<file path="src/rtl/shift_rotate_pipe.sv">
// Pipelined barrel shift/rotate unit: SLL, SRL, SRA, ROL, ROR and PASS.
// One log2 stage per pipe register; stage k shifts by 2^k when amt[k] is set.
// Valid/ready handshake on both sides with bubble-collapsing stalls.
// Optional feature: define SHIFT_ZERO_FLAG_EN to add a registered `zero` output.
module shift_rotate_pipe #(
  parameter int unsigned WIDTH = 16,
  localparam int unsigned AMT_W = $clog2(WIDTH)
) (
  input  logic             clk,
  input  logic             rst,
  input  logic             flush,
  input  logic             in_vld,
  output logic             in_rdy,
  input  logic [WIDTH-1:0] src,
  input  logic [AMT_W-1:0] amt,
  input  logic [2:0]       op,
  output logic             out_vld,
  input  logic             out_rdy,
  output logic [WIDTH-1:0] res,
  output logic             carry
`ifdef SHIFT_ZERO_FLAG_EN
  ,
  output logic             zero
`endif
);

  localparam int unsigned LAST = AMT_W - 1;

  // Per-stage registers
  logic [AMT_W-1:0] vld_q, vld_d, load, adv;
  logic [WIDTH-1:0] data_q  [AMT_W];
  logic             carry_q [AMT_W];
  logic [2:0]       op_q    [AMT_W];
  logic [AMT_W-1:0] amt_q   [AMT_W];

  // Stage inputs and combinational stage results
  logic [WIDTH-1:0] st_data  [AMT_W];
  logic             st_carry [AMT_W];
  logic [2:0]       st_op    [AMT_W];
  logic [AMT_W-1:0] st_amt   [AMT_W];
  logic [WIDTH-1:0] nx_data  [AMT_W];
  logic             nx_carry [AMT_W];
  logic             full_dn;

  // One stage: shift by sh when en, otherwise pass data and carry through.
  function automatic logic [WIDTH:0] stage_fn(input logic [WIDTH-1:0] d,
                                              input logic [2:0]       o,
                                              input logic             en,
                                              input logic             c_in,
                                              input int unsigned      sh);
    logic [WIDTH-1:0]   r;
    logic               c;
    logic [2*WIDTH-1:0] w;
    r = d;
    c = c_in;
    w = '0;
    if (en) begin
      case (o)
        3'b000: begin
          r = d << sh;
          c = |(d & (WIDTH'(1) << (WIDTH - sh)));
        end
        3'b001: begin
          r = d >> sh;
          c = |(d & (WIDTH'(1) << (sh - 1)));
        end
        3'b010: begin
          r = $signed(d) >>> sh;
          c = |(d & (WIDTH'(1) << (sh - 1)));
        end
        3'b011: begin
          w = {d, d} << sh;
          r = w[2*WIDTH-1:WIDTH];
          c = r[0];
        end
        3'b100: begin
          w = {d, d} >> sh;
          r = w[WIDTH-1:0];
          c = r[WIDTH-1];
        end
        default: begin
          r = d;
          c = 1'b0;
        end
      endcase
    end
    return {c, r};
  endfunction

  // Route each stage's inputs: stage 0 from the ports, later stages from the previous register
  always_comb begin
    st_data[0]  = src;
    st_carry[0] = 1'b0;
    st_op[0]    = op;
    st_amt[0]   = amt;
    for (int k = 1; k < AMT_W; k++) begin
      st_data[k]  = data_q[k-1];
      st_carry[k] = carry_q[k-1];
      st_op[k]    = op_q[k-1];
      st_amt[k]   = amt_q[k-1];
    end
  end

  // Shift datapath for every stage
  always_comb begin
    for (int k = 0; k < AMT_W; k++) begin
      {nx_carry[k], nx_data[k]} = stage_fn(st_data[k], st_op[k],
                                           |(st_amt[k] & (AMT_W'(1) << k)),
                                           st_carry[k], 32'd1 << k);
    end
  end

  // Flow control: a stage advances if any downstream stage is empty or the output drains
  always_comb begin
    adv     = '0;
    load    = '0;
    vld_d   = '0;
    full_dn = 1'b1;
    for (int k = 0; k < AMT_W; k++) begin
      full_dn = 1'b1;
      for (int j = k + 1; j < AMT_W; j++) begin
        full_dn = full_dn & vld_q[j];
      end
      adv[k] = vld_q[k] & (~full_dn | out_rdy);
    end
    in_rdy  = ~flush & (~vld_q[0] | adv[0]);
    load[0] = in_vld & in_rdy;
    for (int k = 1; k < AMT_W; k++) begin
      load[k] = adv[k-1];
    end
    // flush wins over everything, including a draining output
    for (int k = 0; k < AMT_W; k++) begin
      vld_d[k] = ~flush & (load[k] | (vld_q[k] & ~adv[k]));
    end
  end

  // Pipe registers; payload only changes on load so stalled stages hold stable
  always_ff @(posedge clk or posedge rst) begin
    if (rst) begin
      vld_q <= '0;
      for (int k = 0; k < AMT_W; k++) begin
        data_q[k]  <= '0;
        carry_q[k] <= 1'b0;
        op_q[k]    <= '0;
        amt_q[k]   <= '0;
      end
    end else begin
      vld_q <= vld_d;
      for (int k = 0; k < AMT_W; k++) begin
        if (load[k]) begin
          data_q[k]  <= nx_data[k];
          carry_q[k] <= nx_carry[k];
          op_q[k]    <= st_op[k];
          amt_q[k]   <= st_amt[k];
        end
      end
    end
  end

  assign out_vld = vld_q[LAST];
  assign res     = data_q[LAST];
  assign carry   = carry_q[LAST];

`ifdef SHIFT_ZERO_FLAG_EN
  logic zero_q;

  // Zero flag registered alongside the last-stage data
  always_ff @(posedge clk or posedge rst) begin
    if (rst) begin
      zero_q <= 1'b0;
    end else if (load[LAST]) begin
      zero_q <= (nx_data[LAST] == '0);
    end
  end

  assign zero = zero_q;
`else
  // No zero flag in this build.
`endif

endmodule

</file>
<file path="config.mk">
export PLATFORM = sky130hd
export DESIGN_NAME = shift_rotate_pipe
export DESIGN_NICKNAME = d
export VERILOG_FILES = /design/src/rtl/shift_rotate_pipe.sv
export SDC_FILE = /design/constraint.sdc
export NUM_CORES = 1
export LEC_CHECK = 0
export ABC_AREA = 1
export CORE_MARGIN = 3
export CORE_UTILIZATION = 50
export DETAILED_ROUTE_END_ITERATION = 8
export PLACE_DENSITY = 0.71
export SLEW_MARGIN = 10
export SYNTH_ARGS = -nofsm -noshare
export SYNTH_HDL_FRONTEND = slang
export SYNTH_SLANG_ARGS = --single-unit
export TNS_END_PERCENT = 1
</file>
<file path="constraint.sdc">
create_clock -name clk -period 3 [get_ports clk]
set_input_delay 0.3 -clock clk [delete_from_list [all_inputs] [get_ports clk]]
set_output_delay 0.3 -clock clk [all_outputs]
set_load 0.005 [all_outputs]
</file>
Yosys cells after proc, flatten, opt, wreduce, memory -nomap -nowiden:

Index checks and enable logic that the tools add are counted.

* register bits: 93
* output and inout port bits: 19
* word-level logic and storage cells: 94

* equal/unequal tests: 16
* muxes and demuxes: 16
* bitwise operators: 34
* reduce and logical (&&, ||, !) cells: 13

Operators with widths (number)
* 16-bit one-hot mux with 5 select lines: 3
* 16-bit 2-to-1 mux: 4
* 16-bit one-hot mux with 4 select lines: 1
* 3-bit by 2-bit equality test with 1-bit output (second input constant): 8
* 1-bit bitwise AND: 17
* 3-bit by 1-bit equality test with 1-bit output (second input constant): 4
* 3-bit equality test (second input constant): 4
* 3-bit logical NOT: 4
* 3-bit OR reduction: 4
* 2-bit OR reduction: 5
* 1-bit NOT: 9
* 1-bit bitwise OR: 8
* 1-bit one-hot mux with 2 select lines: 4
* 1-bit 2-to-1 mux: 4

Longest topological paths before layout:

Gate-level depths: netlist of run 1.

* depth after elaboration: 10
* depth in mapped cells: 10
* depth with buffers taken out: 9

Least setup slack after synthesis of run 1:

Ideal clock, no wire load.

* kind: register to register
* from: register vld_q[3]
* to: register data_q[63] (netlist bit)
* library setup time: 117 ps
* arrival: 1201 ps
* data required time: 2883 ps
* path slack: 1682 ps
* cell stages (with the launch flop): 10
* buffers on the path: 1
* clock period less this slack: 1318 ps
* cells stage by stage: dfrtp_1 nand3_2 nor2_1 nand2_1 nand2_1 nor2_4 inv_4 buf_4 nand2_1 nand2_1

* longest elaborated chain between the ends: 7

Ends and longest elaborated chain
* from (decl): RTL line 30 `logic [AMT_W-1:0] vld_q, vld_d, load, adv;`
* from (signal assigned): RTL line 148 `vld_q <= vld_d;`
* 1-bit bitwise AND: RTL line 122 `full_dn = full_dn & vld_q[j];`
* 1-bit NOT: RTL line 124 `adv[k] = vld_q[k] & (~full_dn | out_rdy);`
* 1-bit bitwise OR: RTL line 124
* 1-bit bitwise AND: RTL line 124
* 1-bit bitwise OR: RTL line 126 `in_rdy = ~flush & (~vld_q[0] | adv[0]);`
* 1-bit bitwise AND: RTL line 126
* 1-bit bitwise AND: RTL line 127 `load[0] = in_vld & in_rdy;`
* to (signal, indexed assignment): RTL line 151 `data_q[k] <= nx_data[k];`
* to (decl): RTL line 31 `logic [WIDTH-1:0] data_q [AMT_W];`

Every way passes these cells.
A chain may end at the register's enable or synchronous reset.

Final worst setup path of run 1:

* from: register vld_q[3]
* to: output in_rdy

* longest elaborated chain between the ends: 6

Ends and longest elaborated chain
* 1-bit bitwise AND: RTL line 122
* 1-bit NOT: RTL line 124
* 1-bit bitwise OR: RTL line 124
* 1-bit bitwise AND: RTL line 124
* 1-bit bitwise OR: RTL line 126
* 1-bit bitwise AND: RTL line 126
* to (decl): RTL line 13 `output logic in_rdy,`

Every way passes these cells.

==> results.py, run 1 <==
metrics = {
    "clock_tree": {
        "htreeDepth": 3,
        "cts_root_buf": "clkbuf_8",
        "clock_sinks": 87,
        "clkLatencyLatePin_ns": 0.36,
        "cts_setup_buffers": 0,
        "cts_made_buffers": 9,
        "cts-resized-gates": 0,
        "clkTransAtPathRegs_ns": 0.10,
        "ctsHoldBuffers": 0,
        "cts_max_path_buffers": 2,
        "cts_tree": "yes",
    },
    "setup_path": {
        "crit_path_cell_trace": "nand3_2 > nor2_1 > nand2_1 > nand2_1 > inv_1 > clkdlybuf4s50_1",
        "max_stage_delay_ns": 0.44,
        "r2r_start": "vld_q[3]$_DFF_PP0_",
        "crit_start": "vld_q[3]$_DFF_PP0_",
        "crit_path_frequent_cell": "nand2_1",
        "critPathKind": "reg2out",
        "cp_max_fo": 4,
        "cpMaxStageDelayCell": "clkdlybuf4s50_1",
        "cp.required_ns": 2.70,
        "critPathCaptureType": "primary output",
        "r2r_end": "data_q[21]$_DFFE_PP0P_",
        "ff2ff_path_depth": 6,
        "crit_arrival_ns": 1.69,
        "worst-r2r-setup-slack_ns": 1.27,
        "crit_path_end": "in_rdy",
        "start_kind": "register",
    },
    "cells_and_area": {
        "synthToLayoutAreaGrowth_pct": 11.5,
        "nets": 758,
        "fill_cells": 950,
        "drive_above_1_share_pct": 7.48,
        "antenna-diode-count": 0,
    },
    "global_route": {
        "grt_use_total_pct": 20.9,
        "antenna_found_initial": 0,
        "grt-ovfl-total": 0,
        "grt_start_max_net_pins": 46,
        "grt_pass1_wl_mm": 19.4,
        "grt_pass1_vias": 4166,
    },
    "routing": {
        "first_pass_iters": 5,
        "drtIter0Drc": 204,
        "drc": 0,
        "vias": 4450,
        "ant_nets": 0,
        "wirelength_mm": 11.3,
        "vias_per_cell": 5.15,
        "wl_per_cell_um": 13.1,
    },
    "synthesis": {
        "yosysWarnings": 0,
        "synth_cells": 714,
        "seq_area_frac_synth_pct": 43.2,
        "synth_fp_nets": 742,
        "synth_cell_types": 29,
        "yosys_register_bits": 87,
        "synthesis.area_mm2": 0.00503,
        "syn_avg_cell_area_um2": 7.05,
    },
    "floorplan": {
        "fp.dieW_um": 106,
        "die_area_mm2": 0.0113,
        "row_count": 35,
        "top_level_ports": 47,
        "coreArea_mm2": 0.00950,
        "initial_core_util_pct": 53.0,
        "die_y_um": 106,
    },
    "power": {
        "p_per_area_mw_per_mm2": 638,
        "peakVddDrop_v": 0.000359,
        "p_leak_nw": 2.66,
    },
    "sta": {
        "finalCriticalPeriod_ns": 2.00,
        "setup_viol": 0,
        "slew_violations": 0,
        "finClkSkew_ns": 0.0144,
        "finalHoldViolCount": 0,
        "slew-limit-headroom_pct": 47.4,
        "rsz0062_at_grt": "false",
        "period_share_pct": 66.5,
        "clock.fmax_ghz": 0.501,
        "tns_ns": 0,
        "tightest_slew_ns": 0.787,
        "whs_ns": 0.359,
    },
    "job": {
        "maxCapViolCount": 0,
    },
    "outcome": {
        "outcome": "completed",
    },
    "place": {
        "dp_hpwl_mm": 8.31,
        "io_buffers": 46,
        "gp_congestion": 0.849,
    },
    "worst_hold_path": {
        "hold_class": "in2async",
    },
}
-- metrics by stage --
stage / util, % / setup WS (ns) / cells / total power, mW / cell area (um2)
after global routing: 59.1 / 0.881 / 864 / 3.84 / 5620
after global placement: 57.0 / 0.948 / 848 / 2.74 / 5410
after CTS: 59.1 / 0.962 / 864 / 3.61 / 5620
final: 59.1 / 1.01 / 864 / 3.58 / 5620
after detailed placement: 57.0 / 0.916 / 848 / 2.76 / 5410
after floorplan: - / 0.450 / 714 / 2.47 / 5030
-- layout make-up --
type / instances / area (um2) / share of cell area, %
Multi-Input combinational cell: 548 / 2440 / 43.4
Clock inverter: 7 / 77.6 / 1.38
Sequential cell: 87 / 2180 / 38.8
Clock buffer: 9 / 124 / 2.21
Timing Repair Buffer: 50 / 503 / 8.96
Tap cell: 129 / 161 / 2.87
Inverter: 34 / 134 / 2.38
-- how the worst min path moves through the flow --
| stage | start | endpoint | slack (ns) | depth (start not counted) |
|---|---|---|---|---|
| floorplan | flush | vld_q[0]$_DFF_PP0_ | 0.36 | 1 |
| global placement | res[15]$_DFFE_PP0N_ | res[15]$_DFFE_PP0N_ | 0.46 | 2 |
| detailed placement | res[8]$_DFFE_PP0N_ | res[8]$_DFFE_PP0N_ | 0.47 | 2 |
| CTS | rst | vld_q[3]$_DFF_PP0_ | 0.37 | 2 |
| global route | rst | vld_q[3]$_DFF_PP0_ | 0.41 | 2 |
| finish | rst | vld_q[2]$_DFF_PP0_ | 0.36 | 2 |
-- cells in the final DEF (no fill, tap or decap), types with 4 or more instances in the layout --
cell	synthesis	layout
nand3_1	64	64
nand2_2	4	4
nor2_4	5	5
clkbuf_8	0	9
or2_1	14	14
inv_6	0	4
o21ai_0	15	15
clkdlybuf4s50_1	0	46
or2_2	6	6
nor2_1	59	59
a21oi_1	55	55
inv_2	7	7
nand4_1	6	6
nand2_1	291	291
or2_0	9	9
dfrtp_1	87	87
inv_1	24	23
o21ai_1	8	8
-- kinds of logic (layout without fill, tap and decap cells) --
group	count (synthesis)	after routing	share of synthesized area, %
flip-flops	87	87	43.2
buffers and inverters	79	100	8.33
AND/OR/NAND/NOR	464	464	39.4
AO/OA/AOI/OAI	84	84	9.05
-- flip-flops by register name (all words and copies together) (netlist names) --
register  count
data_q       48
res          16
op_q          9
amt_q         6
vld_q         4
carry_q       3
carry         1
-- worst max-delay path, delay by kind of cell, from the launching register on --
family                 cells  cell delay (ns)
and+or+nand+nor            4             0.42
DFF                        1             0.42
buffers and inverters      2             0.49
-- routing by layer --
metal / routed length [um] / vias up / share of wire, % / track usage [%]
met3: 395 / 11 / 3.5 / 4.07
met2: 5450 / 97 / 48 / 35.6
met4: 114 / 0 / 1.0 / 4.07
met5: 0 / - / 0 / 0
met1: 5380 / 2058 / 47 / 27.8
li1: - / 2284 / - / -
-- cell usage after synthesis --
library cell / count / area share [%]
or2_1: 14 / 1.7
nand3_1: 64 / 6.4
clkbuf_1: 3 / 0.22
a21oi_4: 1 / 0.32
buf_2: 14 / 1.4
nand4_1: 6 / 0.75
nand3_2: 3 / 0.60
or2_0: 9 / 1.1
nor2_4: 5 / 1.1
or2_2: 6 / 0.75
buf_4: 24 / 3.6
inv_4: 2 / 0.25
a21oi_1: 55 / 5.5
clkinv_1: 1 / 0.074
buf_1: 1 / 0.074
o211ai_1: 2 / 0.30
buf_6: 1 / 0.22
inv_2: 7 / 0.52
o21ai_2: 2 / 0.35
nor2_2: 3 / 0.37
nand2_1: 291 / 22
dfrtp_1: 87 / 43
clkbuf_2: 2 / 0.20
o21ai_0: 15 / 1.5
o21ai_1: 8 / 0.80
nor2_1: 59 / 4.4
inv_1: 24 / 1.8
nand2_2: 4 / 0.50
o21ai_4: 1 / 0.32
-- report_power, final --
| part | internal (mW) | leakage, nW | total [mW] | switching [mW] |
|---|---|---|---|---|
| clock network | 0.395 | 0.101 | 0.841 | 0.446 |
| logic | 0.456 | 1.47 | 1.05 | 0.594 |
| registers | 1.44 | 1.09 | 1.69 | 0.254 |
Note: power is estimated with default switching activity, not from simulation.
==> run 2, diff against run 1 <==
--- a/config.mk
+++ b/config.mk
@@ -9,7 +9,7 @@
 export CORE_MARGIN = 3
 export CORE_UTILIZATION = 50
 export DETAILED_ROUTE_END_ITERATION = 8
-export PLACE_DENSITY = 0.71
+export PLACE_DENSITY = 0.74
 export SLEW_MARGIN = 10
 export SYNTH_ARGS = -nofsm -noshare
 export SYNTH_HDL_FRONTEND = slang
==> constraint.sdc (replaced) <==
create_clock -name clk -period 1.7 [get_ports clk]
set_input_delay 0.17 -clock clk [delete_from_list [all_inputs] [get_ports clk]]
set_output_delay 0.17 -clock clk [all_outputs]
set_load 0.005 [all_outputs]
==> run 2 against run 1 <==
First-iteration DRC count increased by 62%. Clock power up 77%. Total power rose by 78%. Wire length up 0.81%. Die area unchanged. Global-route usage rose by 0.45 points. Clock skew fell by 0.0043 ns. Sequential share of layout area fell by 0.89 points. Register-to-register slack worse by 1.1 ns. Worst hold slack worse by 0.087 ns. Critical endpoint unchanged.
==> results.py, run 2 (synthesis results as in run 1) <==
metrics = {
    "outcome": {
        "outcome": "completed",
    },
    "cells_and_area": {
        "drive_above_1_share_pct": 9.10,
        "synthToLayoutAreaGrowth_pct": 14.1,
        "largest_register_ffs": 48,
        "nets": 770,
        "regMostFlops": "data_q",
        "layout_commonest_cell": "nand2_1",
        "antenna-diode-count": 0,
        "mostFrequentLayoutCells": "nand2_1 (290), dfrtp_1 (87), nand3_1 (64), nor2_1 (59), a21oi_1 (55)",
    },
    "power": {
        "peakVddDrop_v": 0.000505,
        "p_int_mw": 4.09,
        "switching_share_pct": 36.0,
        "p_per_area_mw_per_mm2": 1110,
        "pwr-share-comb_pct": 29.9,
        "power_frac_seq_pct": 46.7,
        "power_mw": 6.39,
        "p_leak_nw": 2.73,
        "netSwitchingPower_mw": 2.30,
        "power_frac_clock_pct": 23.4,
    },
    "sta": {
        "finClkSkew_ns": 0.0101,
        "tightest_slew_ns": 0.483,
        "rsz0062_at_grt": "false",
        "period_share_pct": 93.0,
        "worst_slack_ns": 0.119,
        "finalHoldViolCount": 0,
        "slew-limit-headroom_pct": 67.7,
        "slew_violations": 0,
        "setup_viol": 0,
        "clock.fmax_ghz": 0.632,
        "whs_ns": 0.272,
        "finalCriticalPeriod_ns": 1.58,
    },
    "floorplan": {
        "row_count": 35,
        "top_level_ports": 47,
        "coreArea_mm2": 0.00950,
        "die_area_mm2": 0.0113,
        "die_y_um": 106,
        "fp.dieW_um": 106,
        "initial_core_util_pct": 53.0,
    },
    "setup_path": {
        "max_stage_delay_ns": 0.37,
        "ff2ff_path_depth": 7,
        "cpMaxStageDelayCell": "dfrtp_1",
        "worst-r2r-setup-slack_ns": 0.18,
        "start_kind": "register",
        "cp.required_ns": 1.53,
        "crit_buf_inv": 2,
        "crit_path_cell_trace": "nand3_2 > nor2_1 > nand2_1 > nand2_2 > inv_1 > dlygate4sd2_1",
        "r2r_start": "op_q[9]$_DFFE_PP0P_",
        "crit_arrival_ns": 1.41,
        "cp_max_fo": 3,
        "critPathKind": "reg2out",
        "critPathTopFamily": "simple AND/OR/NAND/NOR gates",
        "r2r_end": "carry_q[2]$_DFFE_PP0P_",
        "critPathCaptureType": "primary output",
    },
    "global_route": {
        "grt_start_max_net_pins": 88,
        "grt-ovfl-total": 0,
        "antenna_found_initial": 0,
        "grt_use_total_pct": 21.3,
        "grt_pass1_wl_mm": 19.9,
        "grt_pass1_vias": 4414,
    },
    "clock_tree": {
        "htreeDepth": 3,
        "clkTransAtPathRegs_ns": 0.10,
        "clock_sinks": 87,
        "cts_tree": "yes",
        "ctsHoldBuffers": 0,
        "cts_max_path_buffers": 2,
        "cts_root_buf": "clkbuf_8",
        "cts_made_buffers": 9,
        "clkLatencyLatePin_ns": 0.37,
    },
    "routing": {
        "vias_per_cell": 5.18,
        "drc": 0,
        "wirelength_mm": 11.4,
        "first_pass_iters": 6,
        "vias": 4534,
        "ant_nets": 0,
        "wl_per_cell_um": 13.1,
        "drtIter0Drc": 331,
    },
    "job": {
        "maxCapViolCount": 0,
    },
    "place": {
        "io_buffers": 46,
        "dp_hpwl_mm": 8.22,
        "gp_congestion": 0.877,
        "post-place-ws_ns": -0.0509,
    },
    "worst_hold_path": {
        "hold_class": "in2async",
    },
}
==> run 2: area by class of cell <==
class                   instances  area, um2
clock inverters                 7       77.6
multi-input cells             548       2440
well taps                     129        161
inverters                      34        136
repair buffers                 62        629
clock buffers                   9        124
flip-flops and latches         87       2180
fillers                       901       3760
==> run 2: tightest hold or removal path: cells and delay by family <==
kind | cells | cell delay (ns)
buffers and inverters | 3 | 0.91
==> run 2: worst max path at each step <==
stage / endpoint / cells after the start / from
after floorplan: data_q[63]$_DFFE_PP0P_ / 9 / vld_q[3]$_DFF_PP0_
after global placement: in_rdy / 8 / out_rdy
after detailed placement: data_q[53]$_DFFE_PP0P_ / 8 / op[1]
after CTS: in_rdy / 6 / vld_q[2]$_DFF_PP0_
after global routing: in_rdy / 6 / vld_q[3]$_DFF_PP0_
final: in_rdy / 6 / vld_q[2]$_DFF_PP0_
==> run 2: metrics by stage <==
step / util, % / cells / cell area [um2] / TNS (ns)
final: 60.5 / 876 / 5750 / 0
after global routing: 60.5 / 876 / 5750 / 0
after CTS: 60.5 / 876 / 5750 / 0
after detailed placement: 58.2 / 858 / 5530 / -0.192
after global placement: 58.2 / 858 / 5530 / 0
after floorplan: - / 714 / 5040 / 0
==> run 2: power groups by stage <==
stage                     clock [mW]  sequential, mW  combinational (mW)
after floorplan                    0            2.86                1.50
after global placement             0            2.99                1.86
after detailed placement           0            3.02                1.91
after CTS                       1.53            2.98                1.92
after global routing            1.61            3.05                2.19
final                           1.49            2.98                1.91
==> run 2: routing by layer <==
layer  global-route usage [%]  up-vias  wire (um)
met5                        0        -          0
met4                     5.74        0        140
met3                     4.01       13        543
met2                     36.8      117       5650
met1                     27.5     2099       5100
li1                         -     2305          -
==> run 2: what timing repair did <==
item,4_1_cts,5_1_grt
resized for setup,2,0
endpoints found under the hold margin,0,0
endpoints found under the setup margin,1,0
buffers inserted,2,0
==> run 3, diff against run 2 <==
--- a/config.mk
+++ b/config.mk
@@ -10,6 +10,7 @@
 export CORE_UTILIZATION = 50
 export DETAILED_ROUTE_END_ITERATION = 8
 export PLACE_DENSITY = 0.74
+export SKIP_LAST_GASP = 1
 export SLEW_MARGIN = 10
 export SYNTH_ARGS = -nofsm -noshare
 export SYNTH_HDL_FRONTEND = slang
==> results of run 3 <==
The final DEF is identical to that of run 2; final timing and power are the same.
